### src/rtl/i2s_frame_sequencer_if.sv
// i2s_frame_sequencer_if: Tx/Rx FIFO handshake between the I2S sequencer (master) and the FIFOs (slave).
interface i2s_frame_sequencer_if #(parameter int DATA_W = 32);
  logic tx_empty;
  logic [DATA_W-1:0] tx_data;
  logic tx_ren;
  logic rx_full;
  logic [DATA_W-1:0] rx_data;
  logic rx_wen;
  modport master(input tx_empty, tx_data, rx_full, output tx_ren, rx_data, rx_wen);
  modport slave(output tx_empty, tx_data, rx_full, input tx_ren, rx_data, rx_wen);
endinterface

### src/rtl/i2s_frame_sequencer.sv
// i2s_frame_sequencer: master-mode I2S frame controller (sck/ws generation, Tx serialize, Rx deserialize).
// Define I2S_LOOPBACK_EN to feed sd_tx into the Rx sampler instead of sd_rx.
module i2s_frame_sequencer #(
  parameter int DATA_W = 32,
  parameter int DIV_W  = 8
) (
  input  logic             pclk,
  input  logic             preset,
  input  logic             enable,
  input  logic [DIV_W-1:0] clk_div,
  input  logic [1:0]       word_len,
  input  logic             mono,
  i2s_frame_sequencer_if.master fifo,
  output logic             sck,
  output logic             ws,
  output logic             sd_tx,
  input  logic             sd_rx,
  output logic             busy,
  output logic             tx_underrun,
  output logic             rx_overrun
);
  localparam int BW = $clog2(DATA_W);
  typedef enum logic [1:0] {IDLE, LEFT, RIGHT, DRAIN} state_t;
  state_t state, state_nx;
  logic [DIV_W-1:0] div_cnt, div_l;
  logic [1:0] wl_l;
  logic mono_l;
  logic [BW-1:0] bit_cnt, rx_pos;
  logic [BW:0] wl_bits;
  logic [DATA_W-1:0] tx_sh, rx_sh, left_word, load_word;
  logic rx_pend, rx_right;
  logic start, tick, fall, rise, wrap, load, load_left, pop, push, keep, sd_in;
`ifdef I2S_LOOPBACK_EN
  assign sd_in = sd_tx;
`else
  assign sd_in = sd_rx;
`endif
  assign start = enable && preset;
  assign tick = state != IDLE && div_cnt == div_l;
  assign fall = tick && sck;
  assign rise = tick && !sck;
  assign wrap = fall && bit_cnt == BW'(DATA_W - 1);
  assign wl_bits = wl_l == 2'b00 ? (BW+1)'(16) : wl_l == 2'b01 ? (BW+1)'(24) : (BW+1)'(DATA_W);
  // Rx lags Tx by one bit: the sample on a rise belongs to the bit driven on the previous fall
  assign rx_pos = bit_cnt - 1'b1;
  always_ff @(posedge pclk or negedge preset)
    if (!preset) state <= IDLE;
    else state <= state_nx;
  always_comb begin
    state_nx = state;
    load = 1'b0;
    load_left = 1'b0;
    case (state)
      IDLE: begin
        state_nx = start ? LEFT : IDLE;
        load = start;
        load_left = start;
      end
      LEFT: begin
        state_nx = wrap ? RIGHT : LEFT;
        load = wrap;
      end
      RIGHT: begin
        state_nx = wrap ? (enable ? LEFT : DRAIN) : RIGHT;
        load = wrap && enable;
        load_left = wrap && enable;
      end
      default: state_nx = fall ? IDLE : DRAIN;
    endcase
    pop = load && (load_left || !mono_l);
    fifo.tx_ren = pop && !fifo.tx_empty;
    tx_underrun = pop && fifo.tx_empty;
    load_word = !pop ? left_word : fifo.tx_empty ? '0 : fifo.tx_data;
    push = fall && rx_pend && bit_cnt == wl_bits[BW-1:0];
    keep = !(mono_l && rx_right);
    fifo.rx_wen = push && keep && !fifo.rx_full;
    rx_overrun = push && keep && fifo.rx_full;
    fifo.rx_data = rx_sh << ((BW+1)'(DATA_W) - wl_bits);
    busy = state != IDLE;
  end
  always_ff @(posedge pclk or negedge preset)
    if (!preset) begin
      div_cnt <= '0;
      div_l <= '0;
      wl_l <= '0;
      mono_l <= 1'b0;
      sck <= 1'b0;
      ws <= 1'b0;
      sd_tx <= 1'b0;
      bit_cnt <= '0;
      tx_sh <= '0;
      rx_sh <= '0;
      left_word <= '0;
      rx_pend <= 1'b0;
      rx_right <= 1'b0;
    end else begin
      if (state == IDLE) begin
        div_cnt <= '0;
        sck <= 1'b0;
        ws <= 1'b0;
        sd_tx <= 1'b0;
        bit_cnt <= '0;
        if (start) begin
          div_l <= clk_div;
          wl_l <= word_len;
          mono_l <= mono;
        end
      end else begin
        div_cnt <= tick ? '0 : div_cnt + 1'b1;
        sck <= sck ^ tick;
      end
      if (fall) begin
        bit_cnt <= bit_cnt + 1'b1;
        sd_tx <= state != DRAIN && tx_sh[DATA_W-1] && ({1'b0, bit_cnt} < wl_bits);
        tx_sh <= tx_sh << 1;
      end
      if (wrap) ws <= state == LEFT;
      if (load) tx_sh <= load_word;
      if (load_left) left_word <= load_word;
      if (rise && rx_pos == '0) begin
        rx_sh <= DATA_W'(sd_in);
        rx_pend <= 1'b1;
        rx_right <= state == RIGHT;
      end else if (rise && {1'b0, rx_pos} < wl_bits) rx_sh <= {rx_sh[DATA_W-2:0], sd_in};
      if (push) rx_pend <= 1'b0;
    end
endmodule

### src/flat_wrapper.sv
// flat-port wrapper written by rule: the top's interface ports become plain ports
module i2s_frame_sequencer_flat 
#(
  parameter int DATA_W = 32,
  parameter int DIV_W  = 8
)
  (pclk, preset, enable, clk_div, word_len, mono, sck, ws, sd_tx, sd_rx, busy, tx_underrun, rx_overrun, fifo_tx_empty, fifo_tx_data, fifo_rx_full, fifo_tx_ren, fifo_rx_data, fifo_rx_wen);
  i2s_frame_sequencer_if #(.DATA_W(DATA_W)) fifo_i ();
  input  logic pclk;
  input  logic preset;
  input  logic enable;
  input  logic [DIV_W-1:0] clk_div;
  input  logic [1:0] word_len;
  input  logic mono;
  output logic sck;
  output logic ws;
  output logic sd_tx;
  input  logic sd_rx;
  output logic busy;
  output logic tx_underrun;
  output logic rx_overrun;
  input wire logic [$bits(fifo_i.tx_empty)-1:0] fifo_tx_empty;
  input wire logic [$bits(fifo_i.tx_data)-1:0] fifo_tx_data;
  input wire logic [$bits(fifo_i.rx_full)-1:0] fifo_rx_full;
  output wire logic [$bits(fifo_i.tx_ren)-1:0] fifo_tx_ren;
  output wire logic [$bits(fifo_i.rx_data)-1:0] fifo_rx_data;
  output wire logic [$bits(fifo_i.rx_wen)-1:0] fifo_rx_wen;
  assign fifo_i.tx_empty = fifo_tx_empty;
  assign fifo_i.tx_data = fifo_tx_data;
  assign fifo_i.rx_full = fifo_rx_full;
  assign fifo_tx_ren = fifo_i.tx_ren;
  assign fifo_rx_data = fifo_i.rx_data;
  assign fifo_rx_wen = fifo_i.rx_wen;
  i2s_frame_sequencer #(.DATA_W(DATA_W), .DIV_W(DIV_W)) u_core (.pclk(pclk), .preset(preset), .enable(enable), .clk_div(clk_div), .word_len(word_len), .mono(mono), .fifo(fifo_i), .sck(sck), .ws(ws), .sd_tx(sd_tx), .sd_rx(sd_rx), .busy(busy), .tx_underrun(tx_underrun), .rx_overrun(rx_overrun));
endmodule
### config.mk
export PLATFORM = sky130hd
export DESIGN_NAME = i2s_frame_sequencer_flat
export DESIGN_NICKNAME = d
export VERILOG_FILES = /design/src/rtl/i2s_frame_sequencer_if.sv /design/src/rtl/i2s_frame_sequencer.sv /design/src/flat_wrapper.sv
export SDC_FILE = /design/constraint.sdc
export NUM_CORES = 1
export LEC_CHECK = 0
export BUFFER_PORTS_ARGS = -buffer_cell sky130_fd_sc_hd__buf_2
export CORE_AREA = 2 2 89 133
export CTS_CLUSTER_DIAMETER = 50
export DETAILED_ROUTE_END_ITERATION = 10
export DIE_AREA = 0 0 91 135
export GPL_ROUTABILITY_DRIVEN = 0
export PLACE_DENSITY = 0.81
export SLEW_MARGIN = 25
export SYNTH_ARGS = -nofsm -noshare
export SYNTH_HDL_FRONTEND = slang
export SYNTH_SLANG_ARGS = --single-unit
export TNS_END_PERCENT = 100
### constraint.sdc
create_clock -name pclk -period 5.9 [get_ports pclk]
set_clock_uncertainty 0.15 [all_clocks]
set_input_delay 0.59 -clock pclk [delete_from_list [all_inputs] [get_ports pclk]]
set_output_delay 0.59 -clock pclk [all_outputs]
set_load 0.02 [all_outputs]
==> reports/summary.json <==
{
  "global_route": {
    "initial_antenna_violation_count": 0,
    "number_of_global_route_vias_before_repair": 4949,
    "grt_start_max_net_pins": 100,
    "global_route.overflow_total": 0,
    "grt_usage": 0.237,
    "grt_first_pass_wirelength_mm": 23.6
  },
  "clock_tree": {
    "insertion_delay_ns": 0.41,
    "numCtsBuffers": 17,
    "clock_tree_from_tritoncts": "built",
    "clock-root-buffer": "sky130_fd_sc_hd__clkbuf_16",
    "cts_max_level": 4,
    "cts.sink_count": 127,
    "postCtsSetupBuffers": 0,
    "cts_max_path_buffers": 2,
    "clk_transition_reported_paths_ns": 0.06,
    "cts_hold_buffers": 0,
    "ctsResizeCount": 0
  },
  "worst_setup_path": {
    "req_time_crit_path_ns": 5.16,
    "cp_max_fo": 43,
    "start_kind": "flip-flop",
    "critPathCaptureType": "output pin",
    "path_class": "flip-flop to output pin",
    "worst_ep_arrival_time_ns": 3.31
  },
  "flow_run": {
    "cap_viol_max_count": 0
  },
  "pwr": {
    "power_share_of_the_combinational_group": 0.045,
    "p_int_mw": 1.70,
    "power_switching_share": 0.205,
    "power_switching_mw": 0.437,
    "portion_of_total_power_attributed_to_sequential_cells": 0.423,
    "power-per-cell-area_mw_per_mm2": 268,
    "clockPowerShare": 0.532,
    "ir_worst_vdd_uv": 215,
    "static-leakage-power_nw": 3.99,
    "power.total_mw": 2.13
  },
  "floorplanning": {
    "floorplan.initialDensity": 0.622,
    "io_pins": 89,
    "chipHeight_um": 135,
    "placement_rows": 47,
    "die_span_x_um": 91,
    "die_area_mm2": 0.0123,
    "core_area_mm2": 0.0111
  },
  "cells_and_area": {
    "core_util_final": 0.721,
    "area_delta_synth_final_pct": 16.0,
    "nNetsFinal": 788,
    "instances_no_fill": 888,
    "layout-drive-gt1-share": 0.202,
    "n_antenna_cell": 0
  },
  "timing": {
    "timing.fmax_mhz": 247,
    "max_slew_margin": 0.359,
    "final.period_utilization": 0.686,
    "period_minus_slack_ns": 4.05,
    "report.final.setup_viol": 0,
    "hold_viol": 0,
    "setup_total_negative_slack_ns": 0,
    "slew_viol_final": 0,
    "max_slew.worst_pin.slew_ns": 0.962,
    "grt_setup_unrepaired": "false"
  },
  "route": {
    "routed_via_density": 5.83,
    "iteration_0_drc_markers": 212,
    "detailroute.via_count": 5175,
    "dr.pass1.iters": 4,
    "avgRoutedWirePerCell_um": 15.9,
    "total_detailed_routing_wirelength_mm": 14.2,
    "drc": 0,
    "ant_nets": 0
  },
  "synthesis": {
    "yosysTopAreaCell": "sky130_fd_sc_hd__dfrtp_1",
    "synth_warnings": 0,
    "post_synthesis_sequential_element_count": 127,
    "yosysUniqueCellTypes": 44,
    "synth_area_mm2": 0.00687,
    "synth_ff_type": "sky130_fd_sc_hd__dfrtp_1",
    "synth.top_cells.by_area": "sky130_fd_sc_hd__dfrtp_1, sky130_fd_sc_hd__mux2i_1, sky130_fd_sc_hd__o21ai_0",
    "seq_area_frac_synth": 0.462,
    "netlist_instances": 676,
    "syn-mean-instance-area_um2": 10.2,
    "postSynth.asyncResetShare": 1.00,
    "synth_nets": 736,
    "synthDominantCellAreaShare": 0.462,
    "edff_count_synth": 0
  },
  "place": {
    "place.detailed.instances": 854,
    "dpl.hpwl_mm": 9.21,
    "count_of_buffers_from_port_buffering": 88
  },
  "min_path": {
    "kind_of_path_behind_the_tightest_hold_check": "input pin to asynchronous set/reset pin"
  },
  "status": {
    "status": "complete, no violations"
  }
}
==> cells by family after synthesis <==
logic type	after synthesis	share of synthesized area
AOI/OAI and AO/OA	178	0.162
xor gates and xnor gates	16	0.0204
adders and majority gates	11	0.0200
buffers and inverters	70	0.0453
DFF	127	0.462
muxes	122	0.180
and+or+nand+nor	152	0.110
==> layout by cell type (no fill, tap or decap), types with 3 or more instances in the layout <==
cell	instances
sky130_fd_sc_hd__nand2_1	62
sky130_fd_sc_hd__dfrtp_1	126
sky130_fd_sc_hd__nand3_1	4
sky130_fd_sc_hd__xnor2_1	4
sky130_fd_sc_hd__inv_1	8
sky130_fd_sc_hd__mux2_2	13
sky130_fd_sc_hd__and2_1	9
sky130_fd_sc_hd__and3_1	6
sky130_fd_sc_hd__nor2b_1	4
sky130_fd_sc_hd__a21oi_1	34
sky130_fd_sc_hd__ha_1	10
sky130_fd_sc_hd__nand4_1	3
sky130_fd_sc_hd__o21ai_0	86
sky130_fd_sc_hd__o31ai_1	3
sky130_fd_sc_hd__clkbuf_16	17
sky130_fd_sc_hd__buf_2	87
sky130_fd_sc_hd__nor2_1	20
sky130_fd_sc_hd__bufinv_16	5
sky130_fd_sc_hd__clkinv_2	4
sky130_fd_sc_hd__mux2i_1	109
sky130_fd_sc_hd__nand2b_1	33
sky130_fd_sc_hd__a32oi_1	32
sky130_fd_sc_hd__buf_4	5
sky130_fd_sc_hd__a22o_1	8
sky130_fd_sc_hd__xor2_1	12
==> sequential cells by signal, summed over array words and instances, names as in the netlist <==
signal / flops
u_core.ws: 1
u_core.tx_sh: 32
u_core.div_cnt: 8
u_core.left_word: 32
u_core.div_l: 8
u_core.sd_tx: 1
u_core.bit_cnt: 5
u_core.sck: 1
u_core.wl_l: 2
u_core.rx_pend: 1
u_core.rx_sh: 32
u_core.mono_l: 1
u_core.state: 2
u_core.rx_right: 1
==> layout make-up <==
type                       instances  area (um2)
clock inverter                    11         186
clock buffer                      21         460
sequential                       127        3180
timing repair buffer              95         523
multi-input combinational        479        3410
inverter                           8        30.0
fill                             811        3080
tap                              147         184
==> Yosys cell counts, drive strengths merged (2+ instances only) <==
| cell | count |
|---|---|
| o21ai | 87 |
| a22o | 8 |
| a211oi | 2 |
| nand4 | 3 |
| a21oi | 34 |
| a21o | 3 |
| nand2b | 34 |
| mux2i | 109 |
| and3 | 6 |
| xnor2 | 4 |
| nand2 | 62 |
| inv | 8 |
| mux2 | 13 |
| a311oi | 2 |
| and2 | 9 |
| nand3b | 2 |
| nor2 | 21 |
| o31ai | 3 |
| clkbuf | 46 |
| a32oi | 32 |
| dfrtp | 127 |
| xor2 | 12 |
| buf | 16 |
| ha | 11 |
| nand3 | 5 |
| a31oi | 2 |
| nor2b | 5 |
==> metrics by stage <==
step,hold slack [ns],worst slack (ns),area [um2]
6_report,0.0604,1.85,7970
5_1_grt,0.106,1.62,7970
4_1_cts,0.209,1.87,7930
3_5_place_dp,0.321,2.35,7280
3_3_place_gp,0.311,2.38,7270
2_1_floorplan,0.144,2.47,6870
==> critical path, stage by stage, from the launching register on <==
cell and delay (ns):
sky130_fd_sc_hd__dfrtp_1 0.42, sky130_fd_sc_hd__xor2_1 0.16, sky130_fd_sc_hd__nor2_1 0.17, sky130_fd_sc_hd__nand4_1 0.14, sky130_fd_sc_hd__nor2_1 0.16, sky130_fd_sc_hd__ha_2 0.33, sky130_fd_sc_hd__buf_4 0.54, sky130_fd_sc_hd__nand4_1 0.17
sky130_fd_sc_hd__nor3b_1 0.40, sky130_fd_sc_hd__and3_1 0.21, sky130_fd_sc_hd__buf_2 0.15
==> metal layers <==
layer	share of wire	up-vias	global-route usage	wire length (um)
li1	-	2515	-	-
met1	0.42	2511	0.297	6010
met5	0	-	0	0
met4	0.013	0	0.0707	186
met3	0.040	16	0.0513	573
met2	0.52	133	0.411	7390
==> power groups by stage <==
stage | logic, mW | clock network, mW | registers [mW]
floorplan | 0.0499 | 0 | 0.913
global placement | 0.0948 | 0 | 0.916
detailed placement | 0.0983 | 0 | 0.917
CTS | 0.0986 | 1.15 | 0.902
global route | 0.110 | 1.19 | 0.904
finish | 0.0968 | 1.14 | 0.902
==> worst paths after layout <==
path                                             startpoint                               end  slack, ns  cells past startpoint
hold / removal                                       preset       u_core.div_l[2]$_DFFE_PN0P_       0.06                      1
setup reg to reg                  u_core.state[0]$_DFF_PN0_      u_core.tx_sh[14]$_DFFE_PN0P_       2.84                      8
hold reg to reg            u_core.left_word[19]$_DFFE_PN0P_  u_core.left_word[19]$_DFFE_PN0P_       0.33                      2
min in group pclk                                     sd_rx       u_core.rx_sh[0]$_DFFE_PN0P_       0.26                      2
max in group asynchronous                            preset       u_core.tx_sh[8]$_DFFE_PN0P_       4.41                      2
setup / recovery                u_core.div_cnt[4]$_DFF_PN0_                        rx_overrun       1.85                     10
Note: power is estimated with default switching activity, not from simulation.
